**src/rtl/gold_code_scheduler.sv**
```systemverilog
// gold_code_scheduler: round-robin sharing of one Gold code generator, with reseed, warm-up and framed chip streaming.
module gold_code_scheduler #(
  parameter int NREQ    = 4,
  parameter int SHIFT_W = 5,
  parameter int LEN_W   = 10,
  parameter int WARMUP  = 32
) (
  input  logic                    clkin,
  input  logic                    rstn,
  input  logic [NREQ-1:0]         req,
  input  logic [NREQ*SHIFT_W-1:0] req_shift,
  input  logic [NREQ*LEN_W-1:0]   req_len,
  output logic [NREQ-1:0]         grant,
  output logic [NREQ-1:0]         done,
  output logic                    busy,
  output logic                    gen_rstn,
  output logic [SHIFT_W-1:0]      gen_shift,
  input  logic                    gen_chip,
  output logic                    chip_out,
  output logic                    chip_valid,
  output logic                    chip_last
);
  localparam int PW = $clog2(NREQ);
  localparam int CW = LEN_W > $clog2(WARMUP + 1) ? LEN_W : $clog2(WARMUP + 1);
  typedef enum logic [2:0] {IDLE, ARB, LOAD, WARM, RUN, DONE} state_t;
  state_t state_q, state_d;
  logic [NREQ-1:0] grant_q, grant_d, done_q, done_d;
  logic [PW-1:0] rr_q, rr_d, own_q, own_d, win;
  logic [PW:0] idx;
  logic [SHIFT_W-1:0] gen_shift_q, gen_shift_d;
  logic [LEN_W-1:0] len_q, len_d, win_len;
  logic [CW-1:0] cnt_q, cnt_d;
  logic chip_out_q, chip_out_d, chip_valid_q, chip_valid_d, chip_last_q, chip_last_d, abort;
  // scan downward in offset so the nearest set bit at or after rr_q wins
  always_comb begin
    win = rr_q;
    idx = '0;
    for (int k = NREQ - 1; k >= 0; k--) begin
      idx = {1'b0, rr_q} + (PW+1)'(k);
      idx = idx >= (PW+1)'(NREQ) ? idx - (PW+1)'(NREQ) : idx;
      if (req[idx[PW-1:0]]) win = idx[PW-1:0];
    end
    win_len = req_len[win*LEN_W +: LEN_W];
  end
  always_comb begin
    state_d = state_q;
    grant_d = grant_q;
    own_d = own_q;
    rr_d = rr_q;
    gen_shift_d = gen_shift_q;
    len_d = len_q;
    cnt_d = cnt_q;
    done_d = '0;
    chip_out_d = chip_out_q;
    chip_valid_d = 1'b0;
    chip_last_d = 1'b0;
    abort = !req[own_q] && (state_q == LOAD || state_q == WARM || state_q == RUN);
    case (state_q)
      IDLE: begin
        grant_d = '0;
        state_d = |req ? ARB : IDLE;
      end
      ARB: begin
        grant_d = NREQ'(1) << win;
        own_d = win;
        rr_d = win == PW'(NREQ - 1) ? '0 : win + 1'b1;
        gen_shift_d = req_shift[win*SHIFT_W +: SHIFT_W];
        len_d = win_len;
        state_d = win_len == '0 ? DONE : LOAD;
      end
      LOAD: begin
        cnt_d = CW'(WARMUP - 1);
        state_d = WARM;
      end
      WARM: begin
        cnt_d = cnt_q == '0 ? CW'(len_q) - 1'b1 : cnt_q - 1'b1;
        state_d = cnt_q == '0 ? RUN : WARM;
      end
      RUN: begin
        chip_out_d = gen_chip;
        chip_valid_d = 1'b1;
        chip_last_d = cnt_q == '0;
        cnt_d = cnt_q - 1'b1;
        state_d = cnt_q == '0 ? DONE : RUN;
      end
      DONE: begin
        done_d = grant_q;
        state_d = IDLE;
      end
      default: state_d = IDLE;
    endcase
    if (abort) begin
      state_d = IDLE;
      grant_d = '0;
    end
  end
  always_ff @(posedge clkin) begin
    if (!rstn) begin
      state_q <= IDLE;
      grant_q <= '0;
      done_q <= '0;
      own_q <= '0;
      rr_q <= '0;
      gen_shift_q <= '0;
      len_q <= '0;
      cnt_q <= '0;
      chip_out_q <= 1'b0;
      chip_valid_q <= 1'b0;
      chip_last_q <= 1'b0;
    end else begin
      state_q <= state_d;
      grant_q <= grant_d;
      done_q <= done_d;
      own_q <= own_d;
      rr_q <= rr_d;
      gen_shift_q <= gen_shift_d;
      len_q <= len_d;
      cnt_q <= cnt_d;
      chip_out_q <= chip_out_d;
      chip_valid_q <= chip_valid_d;
      chip_last_q <= chip_last_d;
    end
  end
  assign grant = grant_q;
  assign done = done_q;
  assign busy = state_q != IDLE;
  assign gen_rstn = state_q == WARM || state_q == RUN;
  assign gen_shift = gen_shift_q;
  assign chip_out = chip_out_q;
  assign chip_valid = chip_valid_q;
  assign chip_last = chip_last_q;
endmodule

```
**config.mk**
```make
export PLATFORM = sky130hd
export DESIGN_NAME = gold_code_scheduler
export DESIGN_NICKNAME = d
export VERILOG_FILES = /design/src/rtl/gold_code_scheduler.sv
export SDC_FILE = /design/constraint.sdc
export NUM_CORES = 1
export LEC_CHECK = 0
export BUFFER_PORTS_ARGS = -buffer_cell sky130_fd_sc_hd__buf_4
export CELL_PAD_IN_SITES_DETAIL_PLACEMENT = 1
export CELL_PAD_IN_SITES_GLOBAL_PLACEMENT = 1
export CORE_ASPECT_RATIO = 1.5
export CORE_MARGIN = 2
export CORE_UTILIZATION = 35
export DETAILED_ROUTE_END_ITERATION = 10
export PLACE_DENSITY = 0.85
export RECOVER_POWER = 25
export SLEW_MARGIN = 40
export SYNTH_ARGS = -nofsm -noshare
export SYNTH_HDL_FRONTEND = slang
export SYNTH_SLANG_ARGS = --single-unit
```
**constraint.sdc**
```tcl
create_clock -name clkin -period 2.5 [get_ports clkin]
set_input_delay 0.125 -clock clkin [delete_from_list [all_inputs] [get_ports clkin]]
set_output_delay 0.125 -clock clkin [all_outputs]
set_load 0.02 [all_outputs]
```
# [Yosys cells after proc, flatten, opt, wreduce, memory -nomap -nowiden]
# Cells that the tools add are included.
[totals] reg_bits=43 inputBits=67 out_inout_bits=18 wordCells=85
[classes] addsub=10 n_mul=2 order_cmp=9 n_eq_ne=6 shifts=3 mux=28 n_bitwise=1 reduce_logical=15
[ops] operator="indexed part select 40 x 7 -> 10 bit" n=1
[ops] operator="case mux 10 bit (3 select lines)" n=1
[ops] operator="zero test 10 bit" n=2
[ops] operator="indexed part select 20 x 6 -> 5 bit" n=1
[ops] operator="subtractor 10 x 1 -> 10 bit, second input constant" n=2
[ops] operator="2-to-1 mux 2 bit" n=9
[ops] operator="< comparator 2 x 3 -> 1 bit, second input constant" n=5
[ops] operator="case mux 3 bit (5 select lines)" n=1
[ops] operator="binary-select mux 1 bit (select 2 bit)" n=5
[ops] operator="multiplier 2 x 3 -> 5 bit, second input constant" n=2
[ops] operator="2-to-1 mux 10 bit" n=1
[ops] operator="greater-or-equal comparator 3 bit, second input constant" n=3
[ops] operator="2-to-1 mux 1 bit" n=8
[ops] operator="case mux 4 bit (2 select lines)" n=1
[ops] operator="subtractor 2 x 1 -> 2 bit, second input constant" n=4
[ops] operator="adder 2 x 2 -> 3 bit, second input constant" n=2
[ops] operator="equality test 3 x 2 -> 1 bit, second input constant" n=2
[ops] operator="equality test 3 bit, second input constant" n=2
[ops] operator="2-to-1 mux 3 bit" n=2
[ops] operator="nonzero test 3 bit" n=2
[ops] operator="AND reduction 2 bit" n=2
[ops] operator="OR reduction 4 bit" n=1
[ops] operator="<< shifter 1 x 2 -> 4 bit, first input constant" n=1
[ops] operator="adder 2 x 1 -> 3 bit, second input constant" n=1
[ops] operator="other kinds (11)" n=13

# [Logic depth before layout (Yosys ltp)]
[depth] word_depth=14 ltp_mapped=12

# [Worst setup path after synthesis]
# Ideal clock, no wire load.
[synth_path] path_type="reg2reg" from="register rr_q[0]" to="register state_q[1]" arrival_time_ns=2.147 path_slack_ns=0.238 stages_incl_launch_ff=10 n_path_buf=2 path_cell_list="dfxtp_1 and2b_1 or4_4 buf_6 buf_6 and3_1 a211o_1 a22oi_4 nand3_1 o21a_1"
[synth_via] elab_chain_len=14 word_cells_on_any_way=32 cone_classes="add/sub: 7; mul: 1; order compare: 4; shift: 1; mux: 18; reduce/logical: 1"
[synth_rtl] element="from (decl)" line="28" text="logic [PW-1:0] rr_q, rr_d, own_q, own_d, win;"
[synth_rtl] element="from (signal assigned)" line="115" text="rr_q <= rr_d;"
[synth_rtl] element="adder 2 x 2 -> 3 bit" line="39" text="idx = {1'b0, rr_q} + (PW+1)'(k);"
[synth_rtl] element="greater-or-equal comparator 3 bit or subtractor 2 x 1 -> 2 bit (tied branches)" line="40" text="idx = idx >= (PW+1)'(NREQ) ? idx - (PW+1)'(NREQ) : idx;"
[synth_rtl] element="2-to-1 mux 2 bit" line="40"
[synth_rtl] element="binary-select mux 1 bit (select 2 bit)" line="41" text="if (req[idx[PW-1:0]]) win = idx[PW-1:0];"
[synth_rtl] element="2-to-1 mux 1 bit (implied by the code)" line="41"
[synth_rtl] element="2-to-1 mux 2 bit (3 in series)" line="41"
[synth_rtl] element="2-to-1 mux 2 bit *" line="41"
[synth_rtl] element="multiplier 2 x 3 -> 5 bit *" line="43" text="win_len = req_len[win*LEN_W +: LEN_W];"
[synth_rtl] element="indexed part select 40 x 7 -> 10 bit *" line="43"
[synth_rtl] element="zero test 10 bit *" line="69" text="state_d = win_len == '0 ? DONE : LOAD;"
[synth_rtl] element="2-to-1 mux 3 bit *" line="69"
[synth_rtl] element="case mux 3 bit (5 select lines) *" line="58" text="case (state_q)"
[synth_rtl] element="to (signal assigned)" line="111" text="state_q <= state_d;"
[synth_rtl] element="to (decl)" line="26" text="state_t state_q, state_d;"
# Mark *: on every way between the ends. The rest lies on a longest branch, timed or not. The select of a mux whose other input is x is not followed.
# A chain may end at the register's enable or synchronous reset.

# [Final worst setup path]
[layout_path] from="register rr_q[1]" to="register state_q[1]"
# Same word-level chain as after synthesis.

==> impl_results.md <==
- Status: completed
- WL met1: ~3.5 mm
- Final setup fails: 0
- Family with the most delay on the worst path: simple AND/OR/NAND/NOR gates
- Routed length on met2: around 5.3 mm
- Placed Cells: ~530
- Worst-path fanout max: 19
- Cell Count, Final, Fillers Out: 542
- WP buf/inv: 0
- P_int: 2.08 mW
- Worst path required time: ~2.7 ns
- Hold Path Depth: 3
- Min Tclk post-route: 2.41 ns
- Crit path DAT: ~2.6 ns
- Hold Path Class: in -> reg
- Rel. slew slack: 0.547
- Yosys top cell area share: 0.306
- Global route overflow: 0
- Row cnt: 40
- Finished Core Util: 0.464
- Placer Congestion: ~0.79
- Worst path cell trace: and3b_1 -> or4_4 -> and3_2 -> a211o_1 -> a22oi_2 -> nand4_2 -> o21a_1
- Ranking of synthesized cells by area: dfxtp_1, nand2_1, nand3_1, a211o_1, and3_1
- Total track usage: 0.214
- Top routing layer used: met4
- Number of fill cells: 1043
- Psw: between 1.5 and 2 mW
- Highest clock rate: between 400 and 500 MHz
- Remaining DRCs: 0
- Core region area: 7910 µm²
- Yosys reg bits: 43
- Mean Syn Cell Area: 8.00 µm²
- Static leakage: ~1.6 nW
- # port buffers: between 80 and 90
- Seq/Total Area, Yosys: 0.306
- Slowest cell on crit path: or4_4
- CP Depth: 7
- Vias/cell: 5.41
- Sequential Power Share: 0.272
- Post-synth EDFFs: 0
- Maximum number of pins on one net before global-route repair: 36
- Initial Utilization: 0.356
- Period utilisation layout: 0.963
- Final Skew: 0.00273 ns
- Htree depth: 2
- Vias in the first global route: 3141
- Fin. max-slew vios: 0
- Count of different cell masters after synthesis: 57
- Min Hold Slack: ~0.1 ns
- Top cells by count, synth: nand2_1, dfxtp_1, nand3_1
- First-pass GRT wire length: 15.1 mm
- WL/cell: between 15 and 20 µm
- Max IR drop VDD: between 300 and 400 µV
- Synth Cell Area: about 2800 µm²
- Area leader, netlist: dfxtp_1
- Die area: ~9000 µm²
- DP Area: ~3500 µm²
- Final Hold Viols: 0
- Setup crit end kind: register
- Tightest Pin Transition: just under 0.7 ns
- Initial DRC Count: around 100
- Routed wl met3: about 270 µm
- FF/Latch Area: 863 µm²
- Clk root buf: clkbuf_16
- Mapped Nets: 425
- Clk slew on worst S/H paths: 0.06 ns
- Combinational Power Share: 0.517
- Vias: between 2000 and 3000
- Dpl ws: ~0.03 ns
- Area Overhead vs Synth: 30.3%
- Maximum clock path buffer count: 2
- Overall power: 3.58 mW
- Drt pass-1 iters: 4
- Area of the multi-input gates: roughly 1800 µm²
- Clock power frac: 0.212
- Proportion of layout cells with a drive suffix above 1: 0.279
- Setup TNS: 0 ns
- Width of the chip: around 77 µm
- Switching Share: 0.420
- CP Launch Type: register
- Finished Cell Area: 3670 µm²
- DP Wirelength: 6.96 mm
- Worst R2R Path Depth: 7
- Routed WL: 9.30 mm
- Unrepaired setup endpoints after global routing: true
- Nets: 509
- Sink Count: 43
- Setup ws final: 0.0936 ns
- Skew-Pair Late Insertion Delay: 0.29 ns
- Most frequent cell after synthesis: nand2_1
- Cells after synthesis: around 350
- CP max stage delay: around 0.63 ns
- Initial antenna violation count: 0
- Pwr Density: approximately 980 nW/µm²
- CTS tree: done
- Max cap viols: 0
- YS warnings: 0
- Post-CTS setup buffer count: 0
- CTS Buf Count: 5
- DRT antenna net count: 0
- Critical path type: reg -> reg
- Async SR Flop Fraction: 0
- Ports: between 80 and 90
- Ys flop type: dfxtp_1
- Post-cts hold buffer count: 0
- Die Y: 114 µm
- Antenna Diode Count: 0
==> final cells by class <==
type	instances	share of cell area
Tap cell	105	0.0358
Clock inverter	3	0.0119
Timing Repair inverter	1	0.00136
Timing Repair Buffer	98	0.185
Multi-Input combinational cell	279	0.487
Clock buffer	5	0.0341
Sequential cell	43	0.235
Inverter	8	0.00954
==> worst register-to-register path, stage by stage (launching register included) <==
cell and delay (ns):
dfxtp_2 0.35, and3b_1 0.18, or4_4 0.63, and3_2 0.25, a211o_1 0.29, a22oi_2 0.20, nand4_2 0.19, o21a_1 0.22
==> cells by family after synthesis <==
logic type,Yosys count,share of synthesized area
AOI/OAI and AO/OA,92,0.248
xor gates and xnor gates,10,0.0311
adders and majority gates,6,0.0266
buffers and inverters,30,0.0697
DFF,43,0.306
muxes,1,0.00933
and+or+nand+nor,170,0.310
==> per-layer routing <==
metal	GRT usage	up-vias
met3	0.0348	15
met2	0.418	70
li1	-	1431
met1	0.219	1417
met4	0.0952	0
met5	0	-
==> layout by cell type, fill, tap and decap left out, types with 8 or more instances in the layout <==
| master | count |
|---|---|
| nand2_1 | 60 |
| clkbuf_1 | 15 |
| nor2_1 | 18 |
| o21ai_0 | 12 |
| a211o_1 | 12 |
| buf_4 | 83 |
| nand3_1 | 26 |
| nor3_1 | 8 |
| a21boi_0 | 12 |
| a21oi_1 | 12 |
| and3_1 | 15 |
| dfxtp_1 | 41 |
==> flip-flops by register name (all words and copies together) (netlist names) <==
register / count
chip_last: 1
chip_out: 1
chip_valid: 1
cnt_q: 10
done: 4
gen_shift: 5
grant: 4
len_q: 10
own_q: 2
rr_q: 2
state_q: 3
==> power groups by stage <==
stage	Combinational (mW)	Clock, mW	Sequential, mW
after detailed placement	1.82	0	0.981
after floorplan	1.25	0	0.965
after CTS	1.85	0.763	0.967
after global placement	1.76	0	0.970
final	1.85	0.758	0.973
after global routing	2.05	0.785	0.991
==> timing repair <==
item                       4_1_cts  5_1_grt
gates resized for setup          0        6
setup endpoints to repair        0        6
hold endpoints to repair         0        0
==> worst paths after layout <==
check	start	endpoint	slack, ns
worst max-delay path	rr_q[1]	state_q[1]	0.09
worst min-delay path	gen_chip	chip_out	0.10
worst min register to register	gen_shift[1]	gen_shift[1]	0.46
worst max register to register	rr_q[1]	state_q[1]	0.09
(Power assumes the default switching activity.)
